===== src/rtl/prog_loader.sv =====
// Instruction-memory program loader: streams words into consecutive IM addresses and
// holds the CPU in reset until a full program has landed. Optional: LOADER_CHECKSUM_EN.
module prog_loader #(
    parameter int ADDR_W = 7,
    parameter int DATA_W = 16
) (
    input  logic              Clock,
    input  logic              Reset,
    input  logic              Start,
    input  logic              Abort,
    input  logic [7:0]        Length,
    input  logic              InValid,
    input  logic [DATA_W-1:0] InData,
    output logic              InReady,
    output logic              IM_WrEn,
    output logic [ADDR_W-1:0] IM_Addr,
    output logic [DATA_W-1:0] IM_WrData,
    output logic              CpuHold,
    output logic              Busy,
    output logic              Done,
    output logic              Error,
    output logic [7:0]        WordCount
);

`ifdef LOADER_CHECKSUM_EN
    typedef enum logic [2:0] {IDLE, LOAD, CHECK, DONE, ERROR} state_t;
    logic [DATA_W-1:0] csum;
`else
    typedef enum logic [1:0] {IDLE, LOAD, DONE, ERROR} state_t;
`endif

    state_t     state;
    logic [7:0] len_q;
    logic [7:0] wc_next;
    logic       len_ok;

    assign wc_next = WordCount + 8'd1;
    assign len_ok  = (Length != 8'd0) && (Length <= 8'd128);

`ifdef LOADER_CHECKSUM_EN
    assign Busy = (state == LOAD) || (state == CHECK);
`else
    assign Busy = (state == LOAD);
`endif
    assign InReady = Busy;

    always_ff @(posedge Clock or negedge Reset) begin
        if (!Reset) begin
            state     <= IDLE;
            len_q     <= '0;
            IM_WrEn   <= 1'b0;
            IM_Addr   <= '0;
            IM_WrData <= '0;
            CpuHold   <= 1'b1;
            Done      <= 1'b0;
            Error     <= 1'b0;
            WordCount <= '0;
`ifdef LOADER_CHECKSUM_EN
            csum      <= '0;
`endif
        end else begin
            IM_WrEn <= 1'b0;
            if (Abort) begin
                state <= IDLE;
                Done  <= 1'b0;
                Error <= 1'b0;
            end else begin
                case (state)
                    IDLE, DONE, ERROR: begin
                        // Hold release lags DONE by one edge so the last write lands first
                        if (state == DONE)
                            CpuHold <= 1'b0;
                        if (Start) begin
                            CpuHold <= 1'b1;
                            Done    <= 1'b0;
                            if (len_ok) begin
                                state     <= LOAD;
                                Error     <= 1'b0;
                                len_q     <= Length;
                                WordCount <= '0;
                                IM_Addr   <= '0;
`ifdef LOADER_CHECKSUM_EN
                                csum      <= '0;
`endif
                            end else begin
                                state <= ERROR;
                                Error <= 1'b1;
                            end
                        end
                    end
                    LOAD: begin
                        if (InValid) begin
                            IM_WrEn   <= 1'b1;
                            IM_WrData <= InData;
                            IM_Addr   <= WordCount[ADDR_W-1:0];
                            WordCount <= wc_next;
`ifdef LOADER_CHECKSUM_EN
                            csum      <= csum ^ InData;
                            if (wc_next == len_q)
                                state <= CHECK;
`else
                            if (wc_next == len_q) begin
                                state <= DONE;
                                Done  <= 1'b1;
                            end
`endif
                        end
                    end
`ifdef LOADER_CHECKSUM_EN
                    CHECK: begin
                        // Trailing checksum word is compared, never written
                        if (InValid) begin
                            if (InData == csum) begin
                                state <= DONE;
                                Done  <= 1'b1;
                            end else begin
                                state <= ERROR;
                                Error <= 1'b1;
                            end
                        end
                    end
`endif
                    default: state <= IDLE;
                endcase
            end
        end
    end

endmodule


===== config.mk =====
export PLATFORM = sky130hd
export DESIGN_NAME = prog_loader
export DESIGN_NICKNAME = d
export VERILOG_FILES = /design/src/rtl/prog_loader.sv
export SDC_FILE = /design/constraint.sdc
export NUM_CORES = 1
export LEC_CHECK = 0
export ABC_AREA = 0
export CAP_MARGIN = 25
export CORE_ASPECT_RATIO = 0.75
export CORE_MARGIN = 5
export CORE_UTILIZATION = 50
export DETAILED_ROUTE_END_ITERATION = 8
export GPL_ROUTABILITY_DRIVEN = 0
export PLACE_DENSITY = 0.84
export REMOVE_ABC_BUFFERS = 1
export SYNTH_ARGS = -nofsm -noshare
export SYNTH_HDL_FRONTEND = slang
export SYNTH_SLANG_ARGS = --single-unit

===== constraint.sdc =====
create_clock -name Clock -period 5 [get_ports Clock]
set_input_delay 1.25 -clock Clock [delete_from_list [all_inputs] [get_ports Clock]]
set_output_delay 1.25 -clock Clock [all_outputs]
set_load 0.02 [all_outputs]

==> flow_metrics.env <==
export IMPL_min_delay_path_depth=1
export IMPL_clkSinkCount=45
export IMPL_layout_commonest_cell="clkdlybuf4s50_1"
export IMPL_drv_slew=0
export IMPL_synth_cell_types=42
export IMPL_coreArea_mm2=0.00413
export IMPL_cts_tree="done"
export IMPL_stdcell_count=308
export IMPL_power_density_mw_per_mm2=370
export IMPL_internal_power_mw=0.795
export IMPL_ys_async_sr_fraction_pct=100
export IMPL_post_route_min_period_ns=3.29
export IMPL_drive_above_1_share_pct=20.2
export IMPL_worstSkewPairLatency_ns=0.30
export IMPL_cts_root_buffer="clkbuf_8"
export IMPL_r2r_end="Done$_DFFE_PN0P_"
export IMPL_peakVddDrop_uv=288
export IMPL_grt_first_pass_wirelength_um=8300
export IMPL_netlist_area_mm2=0.00219
export IMPL_wirelength_um=5050
export IMPL_synthMuxAreaShare_pct=13.4
export IMPL_rows=20
export IMPL_final_setup_worst_slack_ns=1.71
export IMPL_holdCritPathClass="flop to flop"
export IMPL_synth_seq_cells=45
export IMPL_nets=282
export IMPL_worstSetupPathType="primary input to flop"
export IMPL_setup_viol=0
export IMPL_r2r_slack_ns=2.75
export IMPL_drc=0
export IMPL_wire_per_inst_um=16.4
export IMPL_netSwitchingPower_mw=0.313
export IMPL_num_fill_cells=302
export IMPL_io_pins=66
export IMPL_hp_start="IM_WrData[9]$_DFFE_PN0P_"
export IMPL_seq_area_mm2=0.00113
export IMPL_die_area_mm2=0.00582
export IMPL_dr_pass1_iters=4
export IMPL_cts_inserted_buffers=5
export IMPL_start_util_pct=53.0
export IMPL_synth_seq_area_share_pct=51.5
export IMPL_clockBufferDepth=2
export IMPL_cp_max_fo=15
export IMPL_tns_ns=0
export IMPL_grt_max_degree=46
export IMPL_relSlewSlack_pct=45.6
export IMPL_hold_buffers=0
export IMPL_synth_xor_xnor_area_share_pct=3.20
export IMPL_vias=1684
export IMPL_yosysWarnings=0
export IMPL_grt_antenna_before_repair=0
export IMPL_post_cts_buffers=0
export IMPL_cp_start_kind="primary input"
export IMPL_seq_power_share_pct=42.8
export IMPL_multiInputGateArea_um2=941
export IMPL_cp_end_kind="flop"
export IMPL_worst_pin_slew_ns=0.796
export IMPL_synth_ff_type="dfrtp_1"
export IMPL_finClkSkew_ns=0.00804
export IMPL_grt_ovfl_total=0
export IMPL_place_ws_ns=1.39
export IMPL_hold_end="IM_WrData[9]$_DFFE_PN0P_"
export IMPL_avgSynthCellArea_um2=11.6
export IMPL_yosysTopAreaCell="dfrtp_1"
export IMPL_r2r_start="WordCount[2]$_DFFE_PN0P_"
export IMPL_grt_pass1_vias=1642
export IMPL_grt_util_all_layers_pct=18.7
export IMPL_port_buffers=65
export IMPL_synthCells=189
export IMPL_synthSimpleGateAreaFrac_pct=12.5
export IMPL_reg2reg_depth=5
export IMPL_rsz0062_at_grt="false"
export IMPL_drt_initial_drc_count=89
export IMPL_clk_pin_slew_worst_paths_ns=0.08
export IMPL_min_period_over_period_pct=65.9
export IMPL_die_w_um=86.4
export IMPL_leakage_nw=1.23
export IMPL_synth_area_leaders="dfrtp_1, mux2_2, o21ai_2"
export IMPL_cp_data_arrival_time_ns=3.44
export IMPL_synth_edf_count=0
export IMPL_via_per_inst=5.47
export IMPL_cts_resized=0
export IMPL_synth_compound_area_share_pct=13.4
export IMPL_switching_share_pct=28.3
export IMPL_fmax_mhz=304
export IMPL_yosysTopAreaCellShare_pct=50.3
export IMPL_antenna_cells=0
export IMPL_dp_cells=299
export IMPL_synth_top_family_by_area="compound AO/OA/AOI/OAI gates"
export IMPL_dpl_hpwl_um=3740
export IMPL_synthAdderAreaFrac_pct=0.571
export IMPL_ant_nets=0
export IMPL_status="completed"
export IMPL_h_tree_depth=2
export IMPL_drv_cap=0
export IMPL_p_clk_share_pct=28.9
export IMPL_finalHoldViolCount=0
export IMPL_pwr_share_comb_pct=28.4
export IMPL_syn2layout_area_growth_pct=36.9
export IMPL_required_ns=5.14
export IMPL_fp_dieH_um=67.3
export IMPL_layout_common_cells="clkdlybuf4s50_1, dfrtp_1, mux2_2"
==> layer usage <==
layer / share of wire [%] / vias to the layer above / global-route usage, %
met5: 0 / - / 0
met4: 0.91 / 0 / 6.42
met3: 5.6 / 7 / 4.39
met2: 50 / 52 / 30.0
met1: 44 / 823 / 25.2
li1: - / 802 / -
==> cells by family after synthesis <==
family,Yosys count
muxes,25
and+or+nand+nor,44
DFF,45
adders and majority gates,1
buffers and inverters,24
xor gates and xnor gates,8
AOI/OAI and AO/OA,42
==> power groups by stage <==
stage                     registers (mW)  logic [mW]  clock network [mW]
final                              0.474       0.314               0.320
after detailed placement           0.482       0.315                   0
after global routing               0.485       0.337               0.348
after global placement             0.477       0.309                   0
after CTS                          0.475       0.317               0.327
after floorplan                    0.528       0.113                   0
==> worst max-delay path by stage <==
| stage | slack, ns | cells after the start | startpoint | end |
|---|---|---|---|---|
| after floorplan | 2.00 | 4 | Abort | WordCount[3]$_DFFE_PN0P_ |
| after global placement | 1.45 | 7 | Length[2] | WordCount[4]$_DFFE_PN0P_ |
| after detailed placement | 1.39 | 7 | Length[2] | WordCount[7]$_DFFE_PN0P_ |
| after CTS | 1.71 | 7 | Length[2] | WordCount[4]$_DFFE_PN0P_ |
| after global routing | 1.56 | 7 | Length[2] | WordCount[6]$_DFFE_PN0P_ |
| final | 1.71 | 7 | Length[2] | WordCount[4]$_DFFE_PN0P_ |
==> stage by stage <==
stage	hold WS [ns]	power [mW]	utilization, %	instance area, µm²
6_report	0.510	1.11	72.6	3000
5_1_grt	0.530	1.17	72.6	3000
4_1_cts	0.512	1.12	72.1	2980
3_5_place_dp	0.495	0.797	68.8	2840
3_3_place_gp	0.489	0.786	68.8	2840
2_1_floorplan	0.501	0.641	-	2110
==> cells in the mapped netlist, drive strengths merged, types with 5 or more instances <==
cell / number
a21oi: 11
o21ai: 13
buf: 6
mux2: 24
inv: 12
nand3: 12
dfrtp: 44
a31oi: 7
nand2: 7
clkbuf: 6
nor2: 5
==> worst max-delay path: stages <==
cell and delay [ns]:
clkdlybuf4s50_1 0.46, nor4_4 0.34, a21boi_2 0.12, nor4b_4 0.25
buf_4 0.22, or2_1 0.63, a31oi_1 0.18
==> registers in the layout (all words and copies together), names as in the netlist <==
name,flops
IM_WrData,16
WordCount,8
len_q,8
IM_Addr,7
state,2
CpuHold,1
Done,1
Error,1
IM_WrEn,1
==> layout make-up <==
class	instances	area share, %
repair buffers	68	22.7
clock inverters	3	2.17
flip-flops and latches	45	37.6
inverters	12	1.50
clock buffers	5	2.30
well taps	55	2.30
multi-input cells	120	31.4
Power figures use the tool's default switching activity.
==> variant 1: new RTL, same flow settings <==
Change the parameter `ADDR_W` from 7 to 8.
--- a/src/rtl/prog_loader.sv
+++ b/src/rtl/prog_loader.sv
@@ -2,5 +2,5 @@
 // holds the CPU in reset until a full program has landed. Optional: LOADER_CHECKSUM_EN.
 module prog_loader #(
-    parameter int ADDR_W = 7,
+    parameter int ADDR_W = 8,
     parameter int DATA_W = 16
 ) (
Interface: changed (resized IM_Addr); port bits go from 66 to 67. The function was not compared with the original's and may differ.
==> variant 1 against the unedited design <==
Synthesized area shrank 0.29%; clock skew grew 0.0011 ns; highest routed layer unchanged; critical path depth shrank 4; cell area shrank 1.1%; largest power group unchanged; total power shrank 8.0%; worst setup slack lost 0.070 ns; sequential cell count grew 1; routed wire length shrank 0.97%; global-route usage grew 0.65 points; via count shrank 1.8%.
==> variant 1: results (changes against the unedited design) <==
stage	metric	value	unit	change
outcome	outcome	completed		
clock_network	htree_levels	2		unchanged
critical_path	criticalPathCategory	reg2out		
power_and_ir_drop	power.share.sequential	46.8	%	+4.0 points
hold_path	hold_path_end	IM_WrData[0]		
routing	m1WireLength	2.25	mm	+1.6%
synthesis	cell_types_with_the_largest_area_share_after_synthesis	dfrtp_1, mux2_2, o21ai_2		
finish	seqAreaFraction	38.9	%	+1.3 points
critical_path	reg2reg_start	state[1]		
power_and_ir_drop	power.leakage	1.22	nW	-0.77%
critical_path	crit_path_max_fanout	17		+2
finish	total_area_of_multi_input_combinational_cells	918	um^2	-2.4%
floorplanning	fp.dieArea	0.00580	mm^2	-0.25%
routing	ant_nets	0		unchanged
finish	non_clock_inverter_count	13		+1
place	port_buffers	66		+1.5%
power_and_ir_drop	p_switching	0.308	mW	-1.6%
synthesis	netlist_top_cells_count	dfrtp_1, mux2_2, inv_1		
routing	post_drt_via_cell_ratio	5.34		-2.4%
critical_path	slowest_stage	clkdlybuf4s50_1		
critical_path	regToRegEndpoint	IM_WrData[11]		
critical_path	crit_family	buffers and inverters		
synthesis	avgSynthCellArea	11.6	um^2	-0.29%
critical_path	crit_path_end	InReady		
routing	drt_first_iter_violations	74		-17%
place	dp.cells	301		+0.67%
routing	detail_route.wirelength	5.01	mm	-0.97%
power_and_ir_drop	vdd.ir_drop.worst	0.222	mV	-23%
finish	buf_share	23.1	%	+0.34 points
synthesis	sequential_fraction_of_the_synthesis_area	52.8	%	+1.3 points
finish	finalNetCount	284		+0.71%
synthesis	synth.distinct_cells	39		-7.1%
grt	groute.layer.met3.usage	4.27	%	-0.12 points
routing	wl_met3	260	um	-7.5%
grt	grt_max_degree	47		+2.2%
finish	layout-drive-gt1-share	21.6	%	+1.4 points
finish	clock_buffers	7		+2
grt	grt_first_pass_wirelength	8.60	mm	+3.6%
routing	routed-wl-met2	2.40	mm	-4.7%
routing	dr_total_vias	1654		-1.8%
finish	layout.clock.cell_area_share	3.08	%	-1.4 points
timing	finalClockSkew	0.00911	ns	+0.00107 ns
place	dpl.hpwl	3.75	mm	+0.19%
clock_network	cts.root.buffer_cell	clkbuf_8		
routing	detailedRoute.firstPassIterationCount	5		+1
synthesis	ys_seq_elements	46		+2.2%
timing	relSlewSlack	43.2	%	-2.4 points
critical_path	timing.critical_path.slowest_cell_delay	0.71	ns	+0.08 ns
finish	n_fill_cell	314		+4.0%
==> variant 1: cell families after synthesis <==
logic type                 Yosys count  share of synthesized area [%]
buffers and inverters               23                           5.16
adders and majority gates            1                          0.573
AOI/OAI and AO/OA                   40                           13.0
muxes                               25                           12.9
DFF                                 46                           52.8
xor gates and xnor gates             8                           3.21
and+or+nand+nor                     46                           12.4
==> variant 1: metrics by stage <==
stage | utilization, % | hold WS (ns) | worst slack [ns] | total power, mW
after floorplan | - | 0.501 | 2.28 | 0.643
after global placement | 69.1 | 0.488 | 1.53 | 0.786
after detailed placement | 69.1 | 0.495 | 1.47 | 0.797
after CTS | 71.3 | 0.513 | 1.65 | 1.03
after global routing | 71.8 | 0.525 | 1.49 | 1.08
final | 71.8 | 0.507 | 1.64 | 1.02
==> variant 1: worst reg2reg max path, stage by stage (launching register included) <==
cell      delay [ns]
dfrtp_1         0.41
nand2b_1        0.23
inv_1           0.46
and3_1          0.81
buf_4           0.36
mux2_2          0.37
==> variant 2: new RTL, same flow settings <==
Without the edit above. Reset style: synchronous (`Reset`), changed in one clocked block.
--- a/src/rtl/prog_loader.sv
+++ b/src/rtl/prog_loader.sv
@@ -45,5 +45,5 @@
     assign InReady = Busy;
 
-    always_ff @(posedge Clock or negedge Reset) begin
+    always_ff @(posedge Clock) begin
         if (!Reset) begin
             state     <= IDLE;
Formal check against the unedited RTL: differs if Reset is asserted again (counterexample within 4 cycles, from zero or initial values and one cycle with Reset low); with Reset held inactive, the same outputs for 10 cycles.
==> variant 2 against the unedited design <==
Sequential cell count unchanged; cell area decreased by 3.9%; register-to-register slack got worse by 0.32 ns; synthesized area shrank 4.1%; worst setup slack worse by 0.11 ns; routed wire length grew 2.3%; non-clock buffer count increased by 1.
Power is not compared: it rests on default switching activity, and its combinational part moved more than twofold at a synthesized area within 25%.
==> variant 2: results (changes against the unedited design) <==
stage	metric	value	unit	change
critical_path	timing.reg2reg.setup_slack	2.43	ns	-0.32 ns
synthesis	yosys_most_used_dff	dfxtp_1		
place	placed_instance_area	0.00277	mm^2	-2.7%
clock_network	clock_path_buffers	2		unchanged
place	dpl.hpwl	3.66	mm	-2.1%
critical_path	slowest_stage	or4_4		
synthesis	synth-xor-area-share	2.92	%	-0.28 points
critical_path	timing.critical_path.slowest_cell_delay	0.54	ns	-0.09 ns
finish	finalNetCount	340		+21%
clock_network	cts_buffers	5		unchanged
synthesis	synth_compound_gate_area_share	20.1	%	+6.8 points
timing	whs	0.465	ns	-0.0453 ns
power_and_ir_drop	power.leakage	0.948	nW	
synthesis	sequential_fraction_of_the_synthesis_area	42.9	%	-8.6 points
place	port_buffers	65		unchanged
clock_network	cts.clk_slew.worst_paths	0.09	ns	
synthesis	netlist_top_cells_count	nand2_1, dfxtp_1, a21boi_0		
routing	drt_first_iter_violations	96		+7.9%
timing	finalClockSkew	0.00461	ns	-0.00342 ns
clock_network	htree_levels	2		unchanged
synthesis	cell_types_with_the_largest_area_share_after_synthesis	dfxtp_1, nand2_1, a21boi_0		
routing	routed_wire_length_per_instance	14.1	um	-14%
grt	grt_max_degree	27		-41%
grt	antenna_violations_before_repair	0		unchanged
outcome	outcome	completed		
synthesis	muxShareOfSynthArea	4.29	%	-9.1 points
routing	post_drt_via_cell_ratio	5.26		-3.8%
grt	grt_first_pass_wirelength	8.36	mm	+0.66%
clock_network	cts.root.buffer_cell	clkbuf_8		
finish	reg.largest.list	IM_WrData (16), WordCount (8), len_q (8)		
synthesis	synth.yosys.warnings	0		unchanged
synthesis	post_synth_fa_ha_maj_area_fraction	0.596	%	+0.025 points
routing	detailedRoute.firstPassIterationCount	4		unchanged
clock_network	clk-insertion-delay-late	0.30	ns	about the same
synthesis	synth.distinct_cells	43		+2.4%
synthesis	postSynth.asyncResetShare	0	%	-100 points
finish	antenna_cells	0		unchanged
clock_network	cts_repair_resize_count	0		unchanged
critical_path	crit_path_max_fanout	9		-6
timing	worst_slew_pin_slew	0.781	ns	-0.0146 ns
grt	grtUsageTotal	18.9	%	+0.18 points
grt	first_global_vias	1745		+6.3%
power_and_ir_drop	vdd.ir_drop.worst	0.169	mV	
critical_path	worst_ep_arrival_time	3.62	ns	+0.18 ns
finish	layout-drive-gt1-share	7.40	%	-13 points
## variant 2: changes by cell type in the layout (fill, tap and decap cells not counted), sizes merged, moves of 8 or more
cell / change
dfxtp: +45
dfrtp: -44
nand2: +43
mux2: -24
a21boi: +23
nor2: +10
nor2b: +9
inv: -8
mux2i: +8
## variant 2: worst max-delay path, delay by kind of cell
family,cells,cell delay [ns]
buf+inv,1,0.43
compound gates,1,0.28
simple gates,4,1.65
## variant 2: cell type report
class	instances	area (um^2)
Sequential cell	45	901
Inverter	4	15.0
Tap cell	55	68.8
Clock inverter	3	46.3
Multi-Input combinational cell	185	1100
Timing Repair Buffer	69	681
Clock buffer	5	68.8
Fill cell	337	1170
## variant 2: power breakdown
group / internal [mW] / switching, mW / leakage [nW]
registers: 0.364 / 0.00414 / 0.364
logic: 0.0413 / 0.0334 / 0.530
clock network: 0.150 / 0.134 / 0.0543
total: 0.555 / 0.172 / 0.948
## variant 2: metrics by stage
stage | util, % | instances | setup slack, ns | total power [mW]
floorplan | - | 234 | 1.92 | 0.408
CTS | 71.0 | 366 | 1.60 | 0.728
global placement | 68.2 | 358 | 1.39 | 0.450
global route | 71.0 | 366 | 1.50 | 0.753
finish | 71.0 | 366 | 1.60 | 0.726
detailed placement | 68.2 | 358 | 1.28 | 0.451
## variant 2: path summary, 6_finish.rpt
kind,startpoint,end,depth (start not counted)
setup / recovery,Length[3],WordCount[2],6
hold reg to reg,IM_WrData[2],IM_WrData[2],2
hold / removal,IM_WrData[2],IM_WrData[2],2
setup reg to reg,WordCount[0],state[0],6
## variant 2: per-layer routing
metal  wire, um  global-route usage (%)  part of all wire (%)  up-vias
li1           -                       -                     -      978
met1       2330                    24.2                    45      874
met2       2390                    31.0                    46       66
met3        387                    5.11                   7.5        8
met4         69                    6.52                   1.3        0
met5          0                       0                     0        -
